File: src/rtl/fetch_pkg.sv
// Shared types and constants for the instruction-fetch slice.
//   fetch_state_t    : fetch sequencer states
//   opcode_t         : RV32 major opcodes, shared with the control unit
//   RESET_PC_DEFAULT : first fetch address after reset
package fetch_pkg;

  localparam logic [31:0] RESET_PC_DEFAULT = 32'hBFC0_0000;

  typedef enum logic [1:0] {
    IDLE,
    FETCH,
    FULL,
    DRAIN
  } fetch_state_t;

  typedef enum logic [6:0] {
    OP_R      = 7'b0110011,
    OP_I_LOAD = 7'b0000011,
    OP_I_ALU  = 7'b0010011,
    OP_S      = 7'b0100011,
    OP_B      = 7'b1100011,
    OP_AUIPC  = 7'b0010111,
    OP_LUI    = 7'b0110111,
    OP_JALR   = 7'b1100111,
    OP_JAL    = 7'b1101111
  } opcode_t;

endpackage

File: src/rtl/fetch_if.sv
// Instruction-memory request/response bus (valid/ready).
//   req   : request valid (master -> slave)
//   addr  : request address, stable while req=1 and ready=0
//   ready : single-cycle response strobe, completes the outstanding request
//   rdata : instruction word, valid with ready
// Modports: master (fetch unit), slave (instruction memory).
interface fetch_if #(
  parameter int unsigned ADDR_WIDTH = 32,
  parameter int unsigned DATA_WIDTH = 32
);
  logic                  req;
  logic [ADDR_WIDTH-1:0] addr;
  logic                  ready;
  logic [DATA_WIDTH-1:0] rdata;

  modport master (output req, output addr, input ready, input rdata);
  modport slave  (input req, input addr, output ready, output rdata);
endinterface

File: src/rtl/fetch_skid_buf.sv
// One-entry holding buffer for a fetched instruction that arrived while the
// IF/ID register could not accept it.
//   clk, rst    : clock, asynchronous active-high reset
//   load        : capture load_instr/load_pc
//   unload      : entry consumed (moved to IF/ID)
//   flush       : discard the entry (highest priority)
//   valid/instr/pc : buffered entry
module fetch_skid_buf #(
  parameter int unsigned ADDR_WIDTH = 32,
  parameter int unsigned DATA_WIDTH = 32
) (
  input  logic                  clk,
  input  logic                  rst,
  input  logic                  load,
  input  logic                  unload,
  input  logic                  flush,
  input  logic [DATA_WIDTH-1:0] load_instr,
  input  logic [ADDR_WIDTH-1:0] load_pc,
  output logic                  valid,
  output logic [DATA_WIDTH-1:0] instr,
  output logic [ADDR_WIDTH-1:0] pc
);

  always_ff @(posedge clk or posedge rst) begin
    if (rst) begin
      valid <= 1'b0;
      instr <= '0;
      pc    <= '0;
    end else if (flush) begin
      valid <= 1'b0;
    end else if (load) begin
      valid <= 1'b1;
      instr <= load_instr;
      pc    <= load_pc;
    end else if (unload) begin
      valid <= 1'b0;
    end
  end

endmodule

File: src/rtl/fetch_unit.sv
// Instruction-fetch stage: owns the PC, issues requests on the imem bus,
// holds the IF/ID register and applies redirects from the control unit.
//   clk, rst          : clock, asynchronous active-high reset
//   imem              : instruction-memory bus (fetch_if.master)
//   stall             : downstream cannot accept, IF/ID holds
//   redirect/jret     : PCSrc / JRetSrc, applied to the instruction in IF/ID
//   imm_op/alu_result : branch/JAL offset and JALR target
//   instr_valid/instr/instr_pc/instr_pc_plus4 : IF/ID register contents
//   opcode/funct3/funct7 : decode slices of instr
// Optional: define FETCH_PERF_CNT_EN to add fetch_count/flush_count outputs.
module fetch_unit
  import fetch_pkg::*;
#(
  parameter int unsigned           ADDR_WIDTH = 32,
  parameter int unsigned           DATA_WIDTH = 32,
  parameter logic [ADDR_WIDTH-1:0] RESET_PC   = RESET_PC_DEFAULT
) (
  input  logic                  clk,
  input  logic                  rst,
  fetch_if.master               imem,
  input  logic                  stall,
  input  logic                  redirect,
  input  logic                  jret,
  input  logic [ADDR_WIDTH-1:0] imm_op,
  input  logic [ADDR_WIDTH-1:0] alu_result,
`ifdef FETCH_PERF_CNT_EN
  output logic [31:0]           fetch_count,
  output logic [31:0]           flush_count,
`endif
  output logic                  instr_valid,
  output logic [DATA_WIDTH-1:0] instr,
  output logic [ADDR_WIDTH-1:0] instr_pc,
  output logic [ADDR_WIDTH-1:0] instr_pc_plus4,
  output logic [6:0]            opcode,
  output logic [2:0]            funct3,
  output logic                  funct7
);

  fetch_state_t state, state_next;

  logic [ADDR_WIDTH-1:0] pc, pc_next, addr_q, target;
  logic                  req_q, req_next;
  logic                  redir_take, ifid_free;
  logic                  ifid_load_mem, skid_load, skid_unload, valid_next, addr_upd;
  logic                  skid_valid;
  logic [DATA_WIDTH-1:0] skid_instr;
  logic [ADDR_WIDTH-1:0] skid_pc;

  assign imem.req  = req_q;
  assign imem.addr = addr_q;

  assign redir_take = redirect && instr_valid;
  assign ifid_free  = !instr_valid || !stall;
  assign target     = jret ? (alu_result & ~{{(ADDR_WIDTH-1){1'b0}}, 1'b1})
                           : (instr_pc + imm_op);

  assign instr_pc_plus4 = instr_pc + {{(ADDR_WIDTH-3){1'b0}}, 3'd4};
  assign opcode         = instr[6:0];
  assign funct3         = instr[14:12];
  assign funct7         = instr[30];

  // State register
  always_ff @(posedge clk or posedge rst) begin
    if (rst) state <= IDLE;
    else     state <= state_next;
  end

  // Next-state logic; redirect outranks stall and any same-cycle response.
  always_comb begin
    state_next = state;
    unique case (state)
      IDLE:  state_next = FETCH;
      FETCH: begin
        if (redir_take)                   state_next = imem.ready ? FETCH : DRAIN;
        else if (imem.ready && !ifid_free) state_next = FULL;
      end
      FULL:  if (redir_take || !stall) state_next = FETCH;
      DRAIN: if (imem.ready) state_next = FETCH;
      default: state_next = IDLE;
    endcase
  end

  // Control outputs
  always_comb begin
    ifid_load_mem = (state == FETCH) && imem.ready && !redir_take && ifid_free;
    skid_load     = (state == FETCH) && imem.ready && !redir_take && !ifid_free;
    skid_unload   = (state == FULL) && skid_valid && !stall && !redir_take;
    req_next      = (state_next == FETCH) || (state_next == DRAIN);
    // In DRAIN the bus keeps showing the abandoned address while pc already
    // holds the redirect target.
    addr_upd      = (state_next != DRAIN);

    pc_next = pc;
    if (redir_take)                         pc_next = target;
    else if ((state == FETCH) && imem.ready) pc_next = pc + {{(ADDR_WIDTH-3){1'b0}}, 3'd4};

    valid_next = instr_valid;
    if (redir_take)                        valid_next = 1'b0;
    else if (ifid_load_mem || skid_unload) valid_next = 1'b1;
    else if (instr_valid && !stall)        valid_next = 1'b0;
  end

  // PC, bus request and IF/ID register
  always_ff @(posedge clk or posedge rst) begin
    if (rst) begin
      pc          <= RESET_PC;
      addr_q      <= RESET_PC;
      req_q       <= 1'b0;
      instr_valid <= 1'b0;
      instr       <= '0;
      instr_pc    <= '0;
    end else begin
      pc          <= pc_next;
      req_q       <= req_next;
      instr_valid <= valid_next;
      if (addr_upd) addr_q <= pc_next;
      if (ifid_load_mem) begin
        instr    <= imem.rdata;
        instr_pc <= addr_q;
      end else if (skid_unload) begin
        instr    <= skid_instr;
        instr_pc <= skid_pc;
      end
    end
  end

  fetch_skid_buf #(
    .ADDR_WIDTH (ADDR_WIDTH),
    .DATA_WIDTH (DATA_WIDTH)
  ) u_skid (
    .clk        (clk),
    .rst        (rst),
    .load       (skid_load),
    .unload     (skid_unload),
    .flush      (redir_take),
    .load_instr (imem.rdata),
    .load_pc    (addr_q),
    .valid      (skid_valid),
    .instr      (skid_instr),
    .pc         (skid_pc)
  );

`ifdef FETCH_PERF_CNT_EN
  always_ff @(posedge clk or posedge rst) begin
    if (rst) begin
      fetch_count <= '0;
      flush_count <= '0;
    end else begin
      if (ifid_load_mem || skid_load) fetch_count <= fetch_count + 32'd1;
      if (redir_take)                 flush_count <= flush_count + 32'd1;
    end
  end
`endif

endmodule

File: src/flat_wrapper.sv
// flat-port wrapper written by rule: the top's interface ports become plain ports
module fetch_unit_flat import fetch_pkg::*;
#(
  parameter int unsigned           ADDR_WIDTH = 32,
  parameter int unsigned           DATA_WIDTH = 32,
  parameter logic [ADDR_WIDTH-1:0] RESET_PC   = RESET_PC_DEFAULT
)
  (clk, rst, stall, redirect, jret, imm_op, alu_result, instr_valid, instr, instr_pc, instr_pc_plus4, opcode, funct3, funct7, imem_req, imem_addr, imem_ready, imem_rdata);
  fetch_if #(.ADDR_WIDTH(ADDR_WIDTH), .DATA_WIDTH(DATA_WIDTH)) imem_i ();
  input  logic clk;
  input  logic rst;
  input  logic stall;
  input  logic redirect;
  input  logic jret;
  input  logic [ADDR_WIDTH-1:0] imm_op;
  input  logic [ADDR_WIDTH-1:0] alu_result;
  output logic instr_valid;
  output logic [DATA_WIDTH-1:0] instr;
  output logic [ADDR_WIDTH-1:0] instr_pc;
  output logic [ADDR_WIDTH-1:0] instr_pc_plus4;
  output logic [6:0] opcode;
  output logic [2:0] funct3;
  output logic funct7;
  output wire logic [$bits(imem_i.req)-1:0] imem_req;
  output wire logic [$bits(imem_i.addr)-1:0] imem_addr;
  input wire logic [$bits(imem_i.ready)-1:0] imem_ready;
  input wire logic [$bits(imem_i.rdata)-1:0] imem_rdata;
  assign imem_req = imem_i.req;
  assign imem_addr = imem_i.addr;
  assign imem_i.ready = imem_ready;
  assign imem_i.rdata = imem_rdata;
  fetch_unit #(.ADDR_WIDTH(ADDR_WIDTH), .DATA_WIDTH(DATA_WIDTH), .RESET_PC(RESET_PC)) u_core (.clk(clk), .rst(rst), .imem(imem_i), .stall(stall), .redirect(redirect), .jret(jret), .imm_op(imm_op), .alu_result(alu_result), .instr_valid(instr_valid), .instr(instr), .instr_pc(instr_pc), .instr_pc_plus4(instr_pc_plus4), .opcode(opcode), .funct3(funct3), .funct7(funct7));
endmodule
File: config.mk
export PLATFORM = sky130hd
export DESIGN_NAME = fetch_unit_flat
export DESIGN_NICKNAME = d
export VERILOG_FILES = /design/src/rtl/fetch_pkg.sv /design/src/rtl/fetch_if.sv /design/src/rtl/fetch_skid_buf.sv /design/src/rtl/fetch_unit.sv /design/src/flat_wrapper.sv
export SDC_FILE = /design/constraint.sdc
export NUM_CORES = 1
export LEC_CHECK = 0
export CORE_UTILIZATION = 55
export DETAILED_ROUTE_END_ITERATION = 8
export MAX_ROUTING_LAYER = met4
export PLACE_DENSITY = 0.95
export SLEW_MARGIN = 10
export SYNTH_ARGS = -nofsm -noshare
export SYNTH_HDL_FRONTEND = slang
export SYNTH_HIERARCHICAL = 1
export SYNTH_SLANG_ARGS = --single-unit
File: constraint.sdc
create_clock -name clk -period 12.3 [get_ports clk]
set_input_delay 3.075 -clock clk [delete_from_list [all_inputs] [get_ports clk]]
set_output_delay 3.075 -clock clk [all_outputs]
set_load 0.005 [all_outputs]
Yosys cells after proc, flatten, opt, wreduce, memory -nomap -nowiden
Index checks and enable logic that the tools add are counted.

operators by class
  add/subtract/negate cells = 3
  equal/unequal tests = 6
  mux-type cells = 19
  bitwise operators = 1
  reduce and logical (&&, ||, !) cells = 23

operators by type and width
  kind                                                              number
  32-bit two-way mux                                                7
  32-bit by 3-bit adder with 32-bit output (second input constant)  2
  32-bit adder                                                      1
  1-bit logical AND                                                 10
  2-bit two-way mux                                                 5
  2-bit one-hot mux with 4 select lines                             1
  2-bit == test (second input constant)                             3
  1-bit two-way mux                                                 6
  3-bit nonzero test                                                2
  2-bit by 1-bit == test with 1-bit output (second input constant)  2
  1-bit zero test                                                   4
  1-bit logical OR                                                  4
  2-bit zero test                                                   1
  2-bit inequality test (second input constant)                     1
  2-bit AND reduction                                               1
  2-bit nonzero test                                                1
  1-bit NOT                                                         1

word-level totals
  register bits after elaboration = 197
  bits of input ports = 102
  output and inout bits = 141
  logic and storage cells = 62

Logic depth before layout (Yosys ltp)
  depth in word-level cells = 9
  mapped depth = 11
  mapped depth without buffers = 10

Cells and area by module
The synthesis kept the hierarchy.

by module, submodules not included
  module          instances  cells each  area an instance (µm²)  seq. area each (µm²)
  fetch_unit      1          1,058       8,655.8                 3,300.7
  fetch_skid_buf  1          141         2,745.1                 1,626.6

Least setup slack after synthesis
OpenSTA, ideal clock, no wires.

  kind = input port to flip-flop
  from = in imm_op[0]
  to = reg u_core.addr_q[26], in the netlist u_core/imem.addr[26]
  library setup time = 0.060 ns
  arrival = 5.624 ns
  data required time = 12.240 ns
  slack = 6.616 ns
  stages on the path = 10
  buffers on the path = 0
  cell sequence = ha_1 -> fa_1 -> a21o_1 -> a221oi_4 -> a211oi_1 -> o41a_1 -> a221oi_2 -> xor2_1 -> a221oi_1 -> mux2_4

on the way
  word-level cells in the longest chain between the ends = 3

RTL lines
  element                       RTL line            RTL
  start, declared               flat_wrapper.sv:15  input logic [ADDR_WIDTH-1:0] imm_op;
  32-bit adder                  fetch_unit.sv:55    : (instr_pc + imm_op);
  32-bit two-way mux            fetch_unit.sv:54    assign target = jret ? (alu_result & ~{{(ADDR_WIDTH-1){1'b0}}, 1'b1})
  32-bit two-way mux            fetch_unit.sv:94    if (redir_take) pc_next = target;
  named net u_core.pc_next[26]  fetch_unit.sv:41    logic [ADDR_WIDTH-1:0] pc, pc_next, addr_q, target;
  end signal, assigned          fetch_unit.sv:116   if (addr_upd) addr_q <= pc_next;
  end, declared                 fetch_unit.sv:41

The timed path passes the listed nets, and every way through them passes these cells.
A chain may end at the register's enable or synchronous reset.

Worst setup path in the final report
  from = reg u_core.instr_pc[4]
  to = out instr_pc_plus4[31]

on the way
  word-level cells in the longest chain between the ends = 1

RTL lines
  element                                   RTL line            RTL
  start, declared                           fetch_unit.sv:32    output logic [ADDR_WIDTH-1:0] instr_pc,
  start signal, assigned                    fetch_unit.sv:119   instr_pc <= addr_q;
  start signal, assigned                    fetch_unit.sv:122   instr_pc <= skid_pc;
  32-bit by 3-bit adder with 32-bit output  fetch_unit.sv:57    assign instr_pc_plus4 = instr_pc + {{(ADDR_WIDTH-3){1'b0}}, 3'd4};
  end, declared                             flat_wrapper.sv:20  output logic [ADDR_WIDTH-1:0] instr_pc_plus4;

No other way between the ends.

==> run_results.csv <==
group,metric,value,unit
yosys,synthXorXnorAreaFrac,5.68,%
grt,grt_max_degree,77,
grt,grt.total_usage,32.3,%
yosys,syn_nets,1335,
floorplan,dieArea,0.0213,mm2
placement,io_buffers,241,
yosys,synth-edff-count,0,
yosys,avgSynthCellArea,9.51,um2
cells_and_area,diodes,0,
worst_setup_path,critPathMaxFanout,7,
clock_network,clk_pin_slew,70,ps
yosys,yosys.area_share.simple,18.0,%
detailed_routing,drt-total-wl,32.8,mm
detailed_routing,avgViaCountPerCell,6.09,
cells_and_area,utilization,70.9,%
detailed_routing,dr.first_iter.drc_count,902,
timing,finClkSkew,10.2,ps
yosys,yosys.area_share.adder,3.80,%
worst_setup_path,end_kind,"output port",
timing,setup-tns-final,0,ps
timing,setup_ws,5500,ps
clock_network,cts.sinks,196,
power_and_ir_drop,p_switching,0.00131,W
timing,tightest_slew,1280,ps
placement,post-place-ws,5180,ps
floorplan,initial_core_util,56.2,%
clock_network,clk_path_buf_depth,2,
power_and_ir_drop,p_leak,6.20,nW
detailed_routing,wl_per_cell,19.6,um
clock_network,cts_resized,0,
detailed_routing,vias,10200,
hold_path,hold_path_class,"flip-flop to flip-flop",
yosys,yosys_warnings,6,
status,status,"finished clean",
yosys,yosysSeqAreaShare,43.2,%
timing,drv_slew,0,
yosys,yosys.cell_types.count,66,
clock_network,cts_tree,"yes",
power_and_ir_drop,power.total,0.00350,W
yosys,muxShareOfSynthArea,11.1,%
power_and_ir_drop,internal-power,0.00219,W
power_and_ir_drop,combPwrFrac,47.4,%
floorplan,die_h,146,um
grt,grt_pass1_wl,53.1,mm
timing,max_slew_margin,14.6,%
placement,gp_congestion,0.942,
detailed_routing,drc,0,
timing,period_share,55.3,%
clock_network,insertion_delay,430,ps
clock_network,cts_hold_buf,0,
floorplan,core-area,0.0203,mm2
grt,gr-total-overflow,0,
power_and_ir_drop,sw_frac_of_total,37.4,%
flow_run,max_cap_violations,0,
yosys,synth_top_family_by_area,"simple AND/OR/NAND/NOR gates",
timing,min_period,6800,ps
cells_and_area,final_cell_mix,"clkdlybuf4s50_1, nand2_1, dfrtp_1",
worst_setup_path,critical_path_class,"flip-flop to output port",
yosys,synth_ff_type,"dfrtp_1",
power_and_ir_drop,ir_drop,0.000142,V
detailed_routing,ant_nets,0,
worst_setup_path,critical_path.slowest_cell,"nor3_1",
clock_network,post_cts_buffers,0,
cells_and_area,mostFrequentLayoutCell,"clkdlybuf4s50_1",
placement,dp_hpwl,22.4,mm
grt,grt_pass1_vias,10100,
timing,rsz0062_at_grt,"false",
worst_setup_path,crit_required,9220,ps
timing,hold_viol,0,
yosys,synthArstFlopShare,100,%
worst_setup_path,max_stage_delay,630,ps
cells_and_area,syn2layout_area_growth,26.2,%
floorplan,fp.dieW,146,um
power_and_ir_drop,p_per_area,243,mW/mm2
worst_setup_path,path_cells,"and3_1 > nand3_1 > nor2_1 > nand2_1 > nor3_1 > nand2_1 > nor3_1 > xor2_1 > clkdlybuf4s50_1",
clock_network,cts-buffers-inserted,17,
yosys,syn_inst,1199,
worst_setup_path,worstSetupStartpointType,"flip-flop",
yosys,ys_ff_latch,196,
grt,grt_antenna_before_repair,0,
cells_and_area,fillers,1445,
worst_setup_path,cp.arrival,3730,ps
timing,finalSetupViolCount,0,
yosys,synth_compound_area_share,13.5,%
power_and_ir_drop,clockPowerShare,16.3,%
cells_and_area,fin_nets,1530,
detailed_routing,dr.pass1.iters,6,
timing,fmax,147,MHz
power_and_ir_drop,p_seq_share,36.3,%
yosys,syn_area,0.0114,mm2
floorplan,rows,52,
clock_network,htreeDepth,4,
clock_network,clock_tree.root_cell,"clkbuf_16",
floorplan,io_pins,243,
cells_and_area,drive_above_1_share,11.1,%
final cells by class:
type	count	area (um2)	area share (%)
clock buffers	20	447	3.10
clock inverters	12	144	1.00
inverters	24	95.1	0.661
multi-input cells	903	5940	41.3
flip-flops and latches	196	4930	34.2
well taps	270	338	2.35
repair buffers	252	2490	17.3
registers in the layout, indices dropped and copies added, names as in the netlist:
name and cells:
u_core/instr_valid 1, u_core/state 2, u_core/instr_pc 32, u_core/u_skid/instr 32
u_core/u_skid/valid 1, u_core/pc 32, u_core/u_skid/pc 32, u_core/instr 32
u_core/imem.addr 32
logic make-up after synthesis:
logic type | Yosys count
xor gates and xnor gates | 74
muxes | 93
and+or+nand+nor | 462
buffers and inverters | 100
AOI/OAI and AO/OA | 240
DFF | 196
adders and majority gates | 34
critical path: cells and delay by family (launching register included):
family,cells,cell delay (ps)
and+or+nand+nor,7,2070
buffers and inverters,1,520
xor gates and xnor gates,1,180
DFF,1,510
power by group through the flow:
stage	logic (W)	registers (W)	clock network [W]
after global routing	0.00179	0.00131	0.000600
after global placement	0.00156	0.00125	0
final	0.00166	0.00127	0.000569
after detailed placement	0.00162	0.00126	0
after CTS	0.00164	0.00126	0.000572
after floorplan	0.000971	0.00119	0
final timing paths:
kind / slack (ps) / cells past startpoint / startpoint / endpoint
setup / recovery: 5500 / 9 / u_core/instr_pc[4]$_DFFE_PP0P_ / instr_pc_plus4[31]
hold reg to reg: 500 / 2 / u_core/pc[0]$_DFF_PP0_ / u_core/pc[0]$_DFF_PP0_
hold / removal: 500 / 2 / u_core/pc[0]$_DFF_PP0_ / u_core/pc[0]$_DFF_PP0_
max in group asynchronous: 7870 / 3 / rst / u_core/instr[9]$_DFFE_PP0P_
setup reg to reg: 8200 / 6 / u_core/instr_valid$_DFFE_PP0P_ / u_core/u_skid/pc[23]$_DFFE_PP0P_
min in group asynchronous: 3190 / 2 / rst / u_core/instr[12]$_DFFE_PP0P_
cells in the mapped netlist, types with 6 or more instances:
cell	n	share of area (%)
and3_1	22	1.2
mux2i_1	11	0.97
dfstp_2	18	4.1
and4_1	8	0.61
mux2_4	61	8.0
mux2_2	21	2.1
nand2_1	225	7.4
nor3_1	17	0.75
buf_12	7	1.2
nor2b_1	10	0.55
xnor2_1	43	3.3
a21oi_1	58	2.5
clkbuf_1	44	1.4
nor4_1	6	0.33
inv_1	24	0.79
nand3_1	26	1.1
buf_1	10	0.33
xor2_1	31	2.4
a31oi_1	75	4.1
o21ai_0	35	1.5
nand4_1	10	0.55
dfrtp_1	178	39
a21o_1	9	0.59
a211oi_1	10	0.66
buf_4	13	0.86
nor2_1	114	3.8
ha_1	33	3.6
metal layers:
layer	vias to the layer above	part of all wire, %	GRT usage [%]
met2	550	48	51.2
met5	-	0	-
met4	0	3.6	12.6
met1	4977	41	41.2
li1	4583	-	-
met3	103	7.5	5.89
stage by stage:
step                cells  cell area, um2  hold slack, ps
floorplan            1199           11400             449
global placement     1645           13800             468
detailed placement   1645           13800             484
CTS                  1677           14400             503
global route         1677           14400             527
finish               1677           14400             499
(Power assumes the default switching activity.)
